File: src/rtl/ps2_zx_keyboard_if.sv
// Bus between the PS/2 keyboard front end and its consumers: raw PS/2 lines,
// half-row select, and the matrix/status outputs.
interface ps2_zx_keyboard_if;
    logic       ps2_clk;
    logic       ps2_dat;
    logic [7:0] addr_hi;
    logic [4:0] kd;
    logic       magic_button;
    logic       kbd_reset;
    logic       rx_error;
    logic [4:0] joy_out;

    modport master (
        output ps2_clk, ps2_dat, addr_hi,
        input  kd, magic_button, kbd_reset, rx_error, joy_out
    );

    modport slave (
        input  ps2_clk, ps2_dat, addr_hi,
        output kd, magic_button, kbd_reset, rx_error, joy_out
    );
endinterface

File: src/rtl/ps2_zx_keyboard.sv
// PS/2 set-2 keyboard to ZX Spectrum 8x5 matrix, answering #FE half-row scans.
// Optional macro PS2_NUMPAD_JOY_EN: numeric keypad drives the Kempston joy_out.
module ps2_zx_keyboard #(
    parameter int unsigned FILTER_LEN     = 8,
    parameter int unsigned TIMEOUT_CYCLES = 28000
) (
    input logic               clk28,
    input logic               rst,
    ps2_zx_keyboard_if.slave  bus
);
    localparam int unsigned FW = $clog2(FILTER_LEN + 1);
    localparam int unsigned TW = $clog2(TIMEOUT_CYCLES + 1);

    // Indices into the composite/special key flag vector
    localparam int unsigned F_LSH = 0, F_RSH = 1, F_CTRL = 2, F_ALT = 3,
                            F_DEL = 4, F_F12 = 5, F_BS = 6, F_LEFT = 7,
                            F_DOWN = 8, F_UP = 9, F_RIGHT = 10;

    typedef enum logic [1:0] {S_IDLE, S_DATA, S_PARITY, S_STOP} state_t;

    logic [1:0]      r_clk_s, r_dat_s;
    logic [FW-1:0]   r_flt_cnt;
    logic            r_clk_f, r_fall, r_fall_dat;
    state_t          r_state;
    logic [2:0]      r_bitcnt;
    logic [7:0]      r_shift;
    logic            r_par_ok, r_byte_vld, r_rx_error;
    logic [TW-1:0]   r_to_cnt;
    logic            r_ext, r_rel;
    logic [7:0][4:0] r_key;
    logic [10:0]     r_flg;
    logic [4:0]      r_kd;
    logic            r_magic, r_kbd_reset;
    logic [6:0]      w_key;
    logic [4:0]      w_sp;
    logic [7:0][4:0] w_mat;
    logic [4:0]      w_sel;

    // {valid, row, col} for keys that occupy a plain matrix position
    function automatic logic [6:0] f_lookup(input logic [7:0] c);
        case (c)
            8'h1A: return {1'b1, 3'd0, 3'd1};  8'h22: return {1'b1, 3'd0, 3'd2};
            8'h21: return {1'b1, 3'd0, 3'd3};  8'h2A: return {1'b1, 3'd0, 3'd4};
            8'h1C: return {1'b1, 3'd1, 3'd0};  8'h1B: return {1'b1, 3'd1, 3'd1};
            8'h23: return {1'b1, 3'd1, 3'd2};  8'h2B: return {1'b1, 3'd1, 3'd3};
            8'h34: return {1'b1, 3'd1, 3'd4};  8'h15: return {1'b1, 3'd2, 3'd0};
            8'h1D: return {1'b1, 3'd2, 3'd1};  8'h24: return {1'b1, 3'd2, 3'd2};
            8'h2D: return {1'b1, 3'd2, 3'd3};  8'h2C: return {1'b1, 3'd2, 3'd4};
            8'h16: return {1'b1, 3'd3, 3'd0};  8'h1E: return {1'b1, 3'd3, 3'd1};
            8'h26: return {1'b1, 3'd3, 3'd2};  8'h25: return {1'b1, 3'd3, 3'd3};
            8'h2E: return {1'b1, 3'd3, 3'd4};  8'h45: return {1'b1, 3'd4, 3'd0};
            8'h46: return {1'b1, 3'd4, 3'd1};  8'h3E: return {1'b1, 3'd4, 3'd2};
            8'h3D: return {1'b1, 3'd4, 3'd3};  8'h36: return {1'b1, 3'd4, 3'd4};
            8'h4D: return {1'b1, 3'd5, 3'd0};  8'h44: return {1'b1, 3'd5, 3'd1};
            8'h43: return {1'b1, 3'd5, 3'd2};  8'h3C: return {1'b1, 3'd5, 3'd3};
            8'h35: return {1'b1, 3'd5, 3'd4};  8'h5A: return {1'b1, 3'd6, 3'd0};
            8'h4B: return {1'b1, 3'd6, 3'd1};  8'h42: return {1'b1, 3'd6, 3'd2};
            8'h3B: return {1'b1, 3'd6, 3'd3};  8'h33: return {1'b1, 3'd6, 3'd4};
            8'h29: return {1'b1, 3'd7, 3'd0};  8'h3A: return {1'b1, 3'd7, 3'd2};
            8'h31: return {1'b1, 3'd7, 3'd3};  8'h32: return {1'b1, 3'd7, 3'd4};
            default: return 7'd0;
        endcase
    endfunction

    // {valid, flag index} for shifts, modifiers and composite keys
    function automatic logic [4:0] f_special(input logic [8:0] c);
        case (c)
            9'h012: return {1'b1, 4'(F_LSH)};
            9'h059: return {1'b1, 4'(F_RSH)};
            9'h014: return {1'b1, 4'(F_CTRL)};
            9'h011: return {1'b1, 4'(F_ALT)};
            9'h171: return {1'b1, 4'(F_DEL)};
            9'h007: return {1'b1, 4'(F_F12)};
            9'h066: return {1'b1, 4'(F_BS)};
            9'h16B: return {1'b1, 4'(F_LEFT)};
            9'h172: return {1'b1, 4'(F_DOWN)};
            9'h175: return {1'b1, 4'(F_UP)};
            9'h174: return {1'b1, 4'(F_RIGHT)};
            default: return 5'd0;
        endcase
    endfunction

`ifdef PS2_NUMPAD_JOY_EN
    logic [4:0] r_joy;
    logic [3:0] w_joy;

    function automatic logic [3:0] f_joy(input logic [8:0] c);
        case (c)
            9'h074: return {1'b1, 3'd0};
            9'h06B: return {1'b1, 3'd1};
            9'h072: return {1'b1, 3'd2};
            9'h075: return {1'b1, 3'd3};
            9'h073: return {1'b1, 3'd4};
            default: return 4'd0;
        endcase
    endfunction

    assign w_joy       = f_joy({r_ext, r_shift});
    assign bus.joy_out = r_joy;
`else
    assign bus.joy_out = 5'd0;
`endif

    assign w_key = r_ext ? 7'd0 : f_lookup(r_shift);
    assign w_sp  = f_special({r_ext, r_shift});

    // Synchronise, glitch-filter the PS/2 clock and strobe its falling edge
    always_ff @(posedge clk28) begin
        if (rst) begin
            r_clk_s    <= 2'b11;
            r_dat_s    <= 2'b11;
            r_flt_cnt  <= '0;
            r_clk_f    <= 1'b1;
            r_fall     <= 1'b0;
            r_fall_dat <= 1'b1;
        end else begin
            r_clk_s <= {r_clk_s[0], bus.ps2_clk};
            r_dat_s <= {r_dat_s[0], bus.ps2_dat};
            r_fall  <= 1'b0;
            if (r_clk_s[1] == r_clk_f) begin
                r_flt_cnt <= '0;
            end else if (r_flt_cnt == FW'(FILTER_LEN - 1)) begin
                r_flt_cnt  <= '0;
                r_clk_f    <= r_clk_s[1];
                r_fall     <= r_clk_f;
                r_fall_dat <= r_dat_s[1];
            end else begin
                r_flt_cnt <= r_flt_cnt + FW'(1);
            end
        end
    end

    // Frame receiver with inter-edge timeout
    always_ff @(posedge clk28) begin
        if (rst) begin
            r_state    <= S_IDLE;
            r_bitcnt   <= '0;
            r_shift    <= '0;
            r_par_ok   <= 1'b0;
            r_to_cnt   <= '0;
            r_byte_vld <= 1'b0;
            r_rx_error <= 1'b0;
        end else begin
            r_byte_vld <= 1'b0;
            r_rx_error <= 1'b0;
            if (r_fall) begin
                r_to_cnt <= '0;
                case (r_state)
                    S_IDLE: if (!r_fall_dat) begin
                        r_state  <= S_DATA;
                        r_bitcnt <= '0;
                    end
                    S_DATA: begin
                        r_shift  <= {r_fall_dat, r_shift[7:1]};
                        r_bitcnt <= r_bitcnt + 3'd1;
                        if (r_bitcnt == 3'd7) r_state <= S_PARITY;
                    end
                    S_PARITY: begin
                        r_par_ok <= ^{r_shift, r_fall_dat};
                        r_state  <= S_STOP;
                    end
                    S_STOP: begin
                        if (r_fall_dat && r_par_ok) r_byte_vld <= 1'b1;
                        else                        r_rx_error <= 1'b1;
                        r_state <= S_IDLE;
                    end
                    default: r_state <= S_IDLE;
                endcase
            end else if (r_state != S_IDLE) begin
                if (r_to_cnt == TW'(TIMEOUT_CYCLES - 1)) begin
                    r_state    <= S_IDLE;
                    r_rx_error <= 1'b1;
                    r_to_cnt   <= '0;
                end else begin
                    r_to_cnt <= r_to_cnt + TW'(1);
                end
            end
        end
    end

    // Scan-code decoder; r_shift holds the byte while r_byte_vld is high
    always_ff @(posedge clk28) begin
        if (rst) begin
            r_ext <= 1'b0;
            r_rel <= 1'b0;
            r_key <= '0;
            r_flg <= '0;
`ifdef PS2_NUMPAD_JOY_EN
            r_joy <= '0;
`endif
        end else if (r_byte_vld) begin
            case (r_shift)
                8'hE0: r_ext <= 1'b1;
                8'hF0: r_rel <= 1'b1;
                8'hAA, 8'hFA, 8'hEE, 8'hFE: ;
                8'h00, 8'hFF: begin
                    r_ext <= 1'b0;
                    r_rel <= 1'b0;
                    r_key <= '0;
                    r_flg <= '0;
`ifdef PS2_NUMPAD_JOY_EN
                    r_joy <= '0;
`endif
                end
                default: begin
                    r_ext <= 1'b0;
                    r_rel <= 1'b0;
                    if (w_key[6]) r_key[w_key[5:3]][w_key[2:0]] <= !r_rel;
                    if (w_sp[4])  r_flg[w_sp[3:0]] <= !r_rel;
`ifdef PS2_NUMPAD_JOY_EN
                    if (w_joy[3]) r_joy[w_joy[2:0]] <= !r_rel;
`endif
                end
            endcase
        end
    end

    // Composite keys are ORed in so they never cancel a physical press
    always_comb begin
        w_mat       = r_key;
        w_mat[0][0] = r_flg[F_LSH] | r_flg[F_RSH] | r_flg[F_BS] | r_flg[F_LEFT]
                    | r_flg[F_DOWN] | r_flg[F_UP] | r_flg[F_RIGHT];
        w_mat[3][4] = r_key[3][4] | r_flg[F_LEFT];
        w_mat[4][0] = r_key[4][0] | r_flg[F_BS];
        w_mat[4][4] = r_key[4][4] | r_flg[F_DOWN];
        w_mat[4][3] = r_key[4][3] | r_flg[F_UP];
        w_mat[4][2] = r_key[4][2] | r_flg[F_RIGHT];
        w_mat[7][1] = r_flg[F_CTRL];
        w_sel       = 5'd0;
        for (int r = 0; r < 8; r++) begin
            if (!bus.addr_hi[r]) w_sel = w_sel | w_mat[r];
        end
    end

    always_ff @(posedge clk28) begin
        if (rst) begin
            r_kd        <= 5'b11111;
            r_magic     <= 1'b0;
            r_kbd_reset <= 1'b0;
        end else begin
            r_kd        <= ~w_sel;
            r_magic     <= r_flg[F_F12];
            r_kbd_reset <= r_flg[F_CTRL] & r_flg[F_ALT] & r_flg[F_DEL];
        end
    end

    assign bus.kd           = r_kd;
    assign bus.magic_button = r_magic;
    assign bus.kbd_reset    = r_kbd_reset;
    assign bus.rx_error     = r_rx_error;
endmodule
File: src/flat_wrapper.sv
// flat-port wrapper written by rule: the top's interface ports become plain ports
module ps2_zx_keyboard_flat 
#(
    parameter int unsigned FILTER_LEN     = 8,
    parameter int unsigned TIMEOUT_CYCLES = 28000
)
  (clk28, rst, bus_ps2_clk, bus_ps2_dat, bus_addr_hi, bus_kd, bus_magic_button, bus_kbd_reset, bus_rx_error, bus_joy_out);
  ps2_zx_keyboard_if bus_i ();
  input logic clk28;
  input logic rst;
  input wire logic [$bits(bus_i.ps2_clk)-1:0] bus_ps2_clk;
  input wire logic [$bits(bus_i.ps2_dat)-1:0] bus_ps2_dat;
  input wire logic [$bits(bus_i.addr_hi)-1:0] bus_addr_hi;
  output wire logic [$bits(bus_i.kd)-1:0] bus_kd;
  output wire logic [$bits(bus_i.magic_button)-1:0] bus_magic_button;
  output wire logic [$bits(bus_i.kbd_reset)-1:0] bus_kbd_reset;
  output wire logic [$bits(bus_i.rx_error)-1:0] bus_rx_error;
  output wire logic [$bits(bus_i.joy_out)-1:0] bus_joy_out;
  assign bus_i.ps2_clk = bus_ps2_clk;
  assign bus_i.ps2_dat = bus_ps2_dat;
  assign bus_i.addr_hi = bus_addr_hi;
  assign bus_kd = bus_i.kd;
  assign bus_magic_button = bus_i.magic_button;
  assign bus_kbd_reset = bus_i.kbd_reset;
  assign bus_rx_error = bus_i.rx_error;
  assign bus_joy_out = bus_i.joy_out;
  ps2_zx_keyboard #(.FILTER_LEN(FILTER_LEN), .TIMEOUT_CYCLES(TIMEOUT_CYCLES)) u_core (.clk28(clk28), .rst(rst), .bus(bus_i));
endmodule
File: config.mk
export PLATFORM = sky130hd
export DESIGN_NAME = ps2_zx_keyboard_flat
export DESIGN_NICKNAME = d
export VERILOG_FILES = /design/src/rtl/ps2_zx_keyboard_if.sv /design/src/rtl/ps2_zx_keyboard.sv /design/src/flat_wrapper.sv
export SDC_FILE = /design/constraint.sdc
export NUM_CORES = 1
export LEC_CHECK = 0
export BUFFER_PORTS_ARGS = -buffer_cell sky130_fd_sc_hd__buf_2
export CAP_MARGIN = 20
export CORE_UTILIZATION = 50
export DETAILED_ROUTE_END_ITERATION = 8
export GPL_ROUTABILITY_DRIVEN = 0
export PLACE_DENSITY = 0.79
export SYNTH_ARGS = -nofsm -noshare
export SYNTH_HDL_FRONTEND = slang
export SYNTH_SLANG_ARGS = --single-unit
File: constraint.sdc
create_clock -name clk28 -period 2.72 [get_ports clk28]
set_clock_uncertainty 0.1 [all_clocks]
set_input_delay 0.408 -clock clk28 [delete_from_list [all_inputs] [get_ports clk28]]
set_output_delay 0.408 -clock clk28 [all_outputs]
set_load 0.1 [all_outputs]
==> results of run 1 <==
[cell usage in the layout (no fill, tap or decap), types with 13 or more instances in the layout]
| master | instances |
|---|---|
| inv_1 | 20 |
| o21ai_0 | 68 |
| a32o_1 | 38 |
| buf_4 | 24 |
| xnor2_1 | 13 |
| nor3_1 | 17 |
| a21oi_1 | 18 |
| nor2_1 | 107 |
| nand3_1 | 34 |
| xor2_1 | 14 |
| buf_2 | 19 |
| dfxtp_1 | 107 |
| nand2_1 | 33 |
[through the flow]
stage,instance area [um^2],worst slack (ps),hold WS (ps)
6_report,6310,132,129
5_1_grt,6310,-22.5,129
4_1_cts,6300,72.6,123
3_5_place_dp,5980,103,301
3_3_place_gp,5980,242,291
2_1_floorplan,5740,97.5,289
[logic make-up (layout without fill, tap and decap cells)]
family / Yosys count / in the layout / synth area share [%]
xor+xnor: 27 / 27 / 4.13
compound gates: 203 / 203 / 25.8
simple gates: 268 / 268 / 23.2
other cells: 1 / 5 / 0.0656
flops: 107 / 107 / 37.4
mux: 6 / 6 / 1.07
buf+inv: 74 / 82 / 5.49
fa+ha+maj: 13 / 13 / 2.84
[power breakdown]
group | switching [uW] | internal (uW)
Clock | 623 | 776
Sequential | 1.47 | 1570
Combinational | 75.1 | 12.9
Total | 700 | 2360
[area by class of cell]
| cell class | instances | area share (%) |
|---|---|---|
| Inverter | 22 | 1.31 |
| Tap cell | 140 | 2.78 |
| Multi-Input combinational cell | 522 | 52.2 |
| Sequential cell | 107 | 33.9 |
| Timing Repair Buffer | 44 | 4.68 |
| Clock inverter | 5 | 1.05 |
| Clock buffer | 11 | 4.00 |
[worst min path at each step]
| stage | start | end |
|---|---|---|
| finish | bus_ps2_dat | u_core.r_dat_s[0] |
| global route | bus_ps2_dat | u_core.r_dat_s[0] |
| CTS | bus_ps2_dat | u_core.r_dat_s[0] |
| detailed placement | u_core.r_clk_s[0] | u_core.r_clk_s[1] |
| global placement | u_core.r_clk_s[0] | u_core.r_clk_s[1] |
| floorplan | u_core.r_clk_s[0] | u_core.r_clk_s[1] |
[state kept, by name, summed over array words and instances (netlist names), 2 cells and up, named ones only]
signal and flops:
u_core.r_key 38, u_core.r_to_cnt 15, u_core.r_flg 11, u_core.r_shift 8, u_core.bus.kd 5, u_core.r_flt_cnt 4, u_core.r_bitcnt 3, u_core.r_clk_s 2
u_core.r_dat_s 2, u_core.r_state 2
[cell usage after synthesis (3+ instances only)]
cell type and n:
a211oi_1 3, a21bo_2 5, a21oi_1 18, a221oi_1 5, a22o_1 3, a22oi_1 10, a31o_2 3, a32o_1 38
and2_1 3, and3_1 7, buf_1 5, buf_2 8, buf_4 5, clkbuf_1 33, dfxtp_1 107, ha_1 13
inv_1 20, mux2i_1 5, nand2_1 33, nand2b_1 4, nand3_1 34, nand3b_1 3, nand4_1 12, nand4b_1 4
nor2_1 107, nor2_2 3, nor2b_1 10, nor3_1 17, nor4_1 5, nor4b_1 3, o211ai_1 4, o21a_1 3
o21ai_0 69, o21ai_1 3, o22ai_1 5, o31a_1 3, or2_2 5, or3_1 7, xnor2_1 13, xor2_1 14
[metal layers]
layer	vias up	wire length, um	part of all wire (%)	global-route usage (%)
li1	2569	-	-	-
met1	2578	5980	40	30.8
met2	293	7430	49	45.2
met3	50	1170	7.8	6.58
met4	0	496	3.3	12.6
met5	-	0	0	0
==> metrics, run 1 <==
outcome finished clean; placed insts 835; # resized after CTS 0; Port Buffers 19; final cell count without fillers 851; multi-input logic area 0.00330 mm^2; r2r worst-path depth 10; WP depth 10; CORE AREA 0.0110 mm^2; Hold-fix buffers, CTS 0; nets@finish 731; vias per cell 6.45; Ant. Diodes 0; Post-route DRC 0; most frequent CP cell inv_1; layout cells sized above 1 12.7%; Worst slew margin 57.1%; Sum Neg Setup Slack 0 ps; post-synthesis sequential area ratio 37.4%; CP Capture Type flip-flop; Worst path max stage delay 330 ps; fin. max-slew vios 0; Yosys warning total 0; Routed Antenna Nets 0; Die Y 109 um; CTS buffer count 9; Post-synth EDFFs 0; H-tree Lvls 3; pin count of the biggest net entering global routing 49; Critical Path Slowest Stage Cell dfxtp_1; final cell utilization of the core 57.5%; Clock Latency Late Sink 360 ps; final setup violation count 0; CP Class reg -> reg; crit-path leading delay family compound AO/OA/AOI/OAI gates; Static Leak 0.00223 uW; row cnt 38; Post-Route WL 15100 um; synthesized flop and latch total 107; initial antenna violation count 0; Buf/Inv on CP 3; Pre-antenna DRT Iters 6; CTS sink count 107; final period utilization 95.1%; cell taking the most area after synthesis dfxtp_1; Top Ports 25; Achievable Freq 0.386 GHz; Total GRT Usage 26.5%; area delta synth->final 10.3%; Max VDD drop 0.734 mV; Initial Util 52.1%; most common flop cell mapped by yosys dfxtp_1; DRT iter0 DRCs 733; Post-synth ARST share 0%; top post-synthesis cells by area dfxtp_1 37%, nor2_1 7.0%, a32o_1 6.6%; endpoints failing hold 0; first-pass GRT wire length 24600 um; R2R Path Start u_core.r_state[1]; synthesized instance count 699; clock-pin slew on the worst setup and hold paths 70 ps; post-synth cell types 71; Worst Hold Class in -> reg; die area 0.0119 mm^2; Data arrival, critical path 2720 ps; total power 3060 uW; final worst path period need 2590 ps; total grt overflow 0; Syn Area/Cell 8.18 um^2; Netlist Area Pre-Place 0.00572 mm^2; register area 0.00214 mm^2; # fillers 959; max cap viols 0; number of global-route vias before repair 5259; worst setup path start u_core.r_state[1]; PwrDens 484 mW/mm^2; unrepaired setup endpoints after global routing yes; Die X 109 um; clock tree buffer depth 2; TritonCTS clock tree built; CTS root buf clkbuf_16; post-synth top area share 37.4%; detailed placer's ending HPWL 10100 um; crit-path max FO 14; critical path, cell by cell inv_1 > ha_2 > buf_4 > a21bo_2 > a21o_1 > inv_1 > nor2_1 > o221ai_1 > a21oi_1 > nand3_1; worst-margin pin slew 642 ps; DR vias 5490; r2r setup slk 130 ps; postcts setup bufs 0; Routed wire per std cell 17.7 um; CP Launch Type flip-flop; Hold Path Stages 2; WP data required 2850 ps
Power figures use the tool's default switching activity.
==> run 2, diff against run 1 <==
--- a/config.mk
+++ b/config.mk
@@ -5,6 +5,7 @@
 export SDC_FILE = /design/constraint.sdc
 export NUM_CORES = 1
 export LEC_CHECK = 0
+export ABC_AREA = 1
 export BUFFER_PORTS_ARGS = -buffer_cell sky130_fd_sc_hd__buf_2
 export CAP_MARGIN = 20
 export CORE_UTILIZATION = 50
==> metrics, run 2 <==
top post-synthesis cells by area dfxtp_1 34%, nand2_1 14%, nor2_1 7.5%; outcome finished clean; r2r worst-path depth 15 (+5); layout cells sized above 1 7.45% (-5.2 points); multi-input logic area 0.00343 mm^2 (+4.0%); Post-Route WL 14900 um (-1.4%); PwrDens 449 mW/mm^2 (-7.3%); most common cell after layout, fill and taps aside nand2_1; Max VDD drop 0.306 mV (-58%); Netlist Area Pre-Place 0.00624 mm^2 (+9.0%); number of global-route vias before repair 5288 (+0.55%); Sw Share 22.0% (-0.93 points); cell taking the most area after synthesis dfxtp_1; # fillers 1145 (+19%); crit-path max FO 11 (-3); TritonCTS clock tree built; internal power 2340 uW (-0.63%); H-tree Lvls 3 (unchanged); clock-pin slew on the worst setup and hold paths 70 ps (about the same); vias per cell 5.59 (-13%); r2r setup slk 280 ps (+150 ps); final cell utilization of the core 55.4% (-2.0 points); row cnt 40 (+5.3%); synthesized flop and latch total 107 (unchanged); post-synth cell types 41 (-42%); final worst path period need 2440 ps (-150 ps); post-route cell area 0.00668 mm^2 (+5.9%); endpoints failing hold 0 (unchanged); final setup violation count 0 (unchanged); Post-route DRC 0 (unchanged); die area 0.0129 mm^2 (+8.9%); CTS root buf clkbuf_16; Static Leak 0.00271 uW (+22%); worst-margin pin slew 607 ps (-34.2 ps); Worst path max stage delay 380 ps (+50 ps); most frequent CP cell nand2_1; CP Class reg -> reg; Synth top cells by count 226 x nand2_1, 125 x nor2_1, 107 x dfxtp_1; Largest register FFs 38 (unchanged); unrepaired setup endpoints after global routing no; first-pass GRT wire length 24900 um (+1.3%); sequential power share 52.3% (+1.0 points); final period utilization 89.6% (-5.5 points); fin. max-slew vios 0 (unchanged); CORE AREA 0.0121 mm^2 (+9.8%); Data arrival, critical path 2640 ps (-80 ps); Achievable Freq 0.410 GHz (+6.1%); pin count of the biggest net entering global routing 77 (+57%); register area 0.00214 mm^2 (about the same); postcts setup bufs 0 (unchanged); synthesized instance count 941 (+35%); detailed placer's ending HPWL 10000 um (-1.4%); hold-critical path endpoint u_core.r_dat_s[0]; crit-path leading delay family simple AND/OR/NAND/NOR gates; max cap viols 0 (unchanged); Total GRT Usage 23.9% (-2.6 points); CTS buffer count 9 (unchanged); clock share of power 44.8% (-1.0 points); largest registers u_core.r_key x38, u_core.r_to_cnt x15, u_core.r_flg x11; Critical Path Slowest Stage Cell dfxtp_1; placed cell area 0.00637 mm^2 (+6.6%); WP data required 2920 ps (+70 ps); Die Y 114 um (+4.3%); Hold Path Stages 2 (unchanged); critical path, cell by cell inv_1 > ha_1 > nand2_4 > inv_2 > a21oi_1 > o21ai_0 > buf_4 > ha_1 > nor2_2 > inv_1 > a21oi_1 > nand3_1 > nand2_1 > nand2_1 > nand2_1; Post-synth ARST share 0% (unchanged); DR vias 6184 (+13%); Worst Hold Class in -> reg; Min-Delay Startpoint bus_ps2_dat; Sum Neg Setup Slack 0 ps (unchanged); Worst slew margin 59.5% (+2.4 points); Initial Util 51.7% (-0.37 points); CP Capture Type flip-flop; Post-synth EDFFs 0 (unchanged); most common flop cell mapped by yosys dfxtp_1; Sw Pwr 659 uW (-5.8%); total power 3000 uW (-1.8%); Syn Area/Cell 6.63 um^2 (-19%); Comb pwr share 2.9% (about the same); DP Worst Slack 278 ps (+175 ps); Routed Antenna Nets 0 (unchanged); top-count cell post-synth nand2_1; clock tree buffer depth 2 (unchanged); Top Ports 25 (unchanged); setup slack after layout 282 ps (+150 ps); Buf/Inv on CP 4 (+1); largest reg by FF count u_core.r_key; Die X 114 um (+4.3%); nets@finish 960 (+31%); initial antenna violation count 0 (unchanged); post-synth top area share 34.3% (-3.1 points); total grt overflow 0 (unchanged); CTS sink count 107 (unchanged); Port Buffers 19 (unchanged); R2R Path Start u_core.r_state[1]; Routed wire per std cell 13.4 um (-24%); Ant. Diodes 0 (unchanged); DRT iter0 DRCs 779 (+6.3%); post-synthesis sequential area ratio 34.3% (-3.1 points); Yosys warning total 0 (unchanged); commonest cells after routing, fill and taps aside 226 x nand2_1, 123 x nor2_1, 106 x dfxtp_1; Pre-antenna DRT Iters 7 (+1); area delta synth->final 7.16%; CP Launch Type flip-flop; Clock Latency Late Sink 350 ps (about the same)
[run 2: area by class of cell]
| type | instances | share of cell area (%) |
|---|---|---|
| clock buffers | 11 | 3.78 |
| inverters | 104 | 5.84 |
| multi-input cells | 682 | 51.3 |
| repair buffers | 31 | 3.14 |
| well taps | 168 | 3.14 |
| flip-flops and latches | 107 | 32.1 |
| clock inverters | 4 | 0.730 |
[run 2: metal layers]
| layer | vias to the layer above | global-route usage, % | part of all wire, % | wire, um |
|---|---|---|---|---|
| li1 | 3108 | - | - | - |
| met1 | 2816 | 33.9 | 48 | 7120 |
| met2 | 233 | 36.4 | 44 | 6500 |
| met3 | 27 | 3.19 | 6.5 | 964 |
| met4 | 0 | 9.74 | 2.0 | 294 |
| met5 | - | 0 | 0 | 0 |
[run 2: power by group through the flow]
stage,Clock [uW],Sequential [uW],Combinational [uW]
after floorplan,0,1610,66.4
after global placement,0,1610,86.0
after detailed placement,0,1610,87.3
after CTS,1360,1570,87.4
after global routing,1420,1570,91.8
final,1340,1570,87.9
[run 2: kinds of logic (layout without fill, tap and decap cells)]
family / Yosys count / after routing / synth area share (%)
AND/OR/NAND/NOR: 506 / 506 / 35.8
flip-flops: 107 / 107 / 34.3
XOR/XNOR: 10 / 10 / 1.40
adder cells (fa/ha/maj): 13 / 13 / 2.61
AO/OA/AOI/OAI: 148 / 148 / 14.7
other: 1 / 5 / 0.0601
buffers and inverters: 156 / 150 / 11.1
[run 2: worst max path at each step]
stage | endpoint | slack (ps) | depth (start not counted) | startpoint
3_3_place_gp | flip-flop | 310 | 15 | u_core.r_state[1]
2_1_floorplan | flip-flop | 380 | 13 | u_core.r_state[1]
3_5_place_dp | flip-flop | 280 | 15 | u_core.r_state[1]
6_report | flip-flop | 280 | 15 | u_core.r_state[1]
5_1_grt | flip-flop | 20 | 15 | u_core.r_state[1]
4_1_cts | flip-flop | 220 | 15 | u_core.r_state[1]
[run 2: per-stage QoR]
step	std cells	hold slack [ps]
floorplan	945	289
finish	1107	151
global placement	1092	298
CTS	1107	143
global route	1107	155
detailed placement	1092	302
[run 2: worst reg2reg max path, cell delays in order (launching register included)]
cell and delay, ps:
dfxtp_1 380, inv_1 80, ha_1 230, nand2_4 140
inv_2 90, a21oi_1 120, o21ai_0 90, buf_4 170
ha_1 320, nor2_2 210, inv_1 80, a21oi_1 130
nand3_1 80, nand2_1 90, nand2_1 50, nand2_1 40
[run 2: repair_timing]
| item | 4_1_cts | 5_1_grt |
|---|---|---|
| endpoints found under the setup margin | 0 | 3 |
| gates resized for setup | 0 | 2 |
| hold buffers | 0 | 0 |
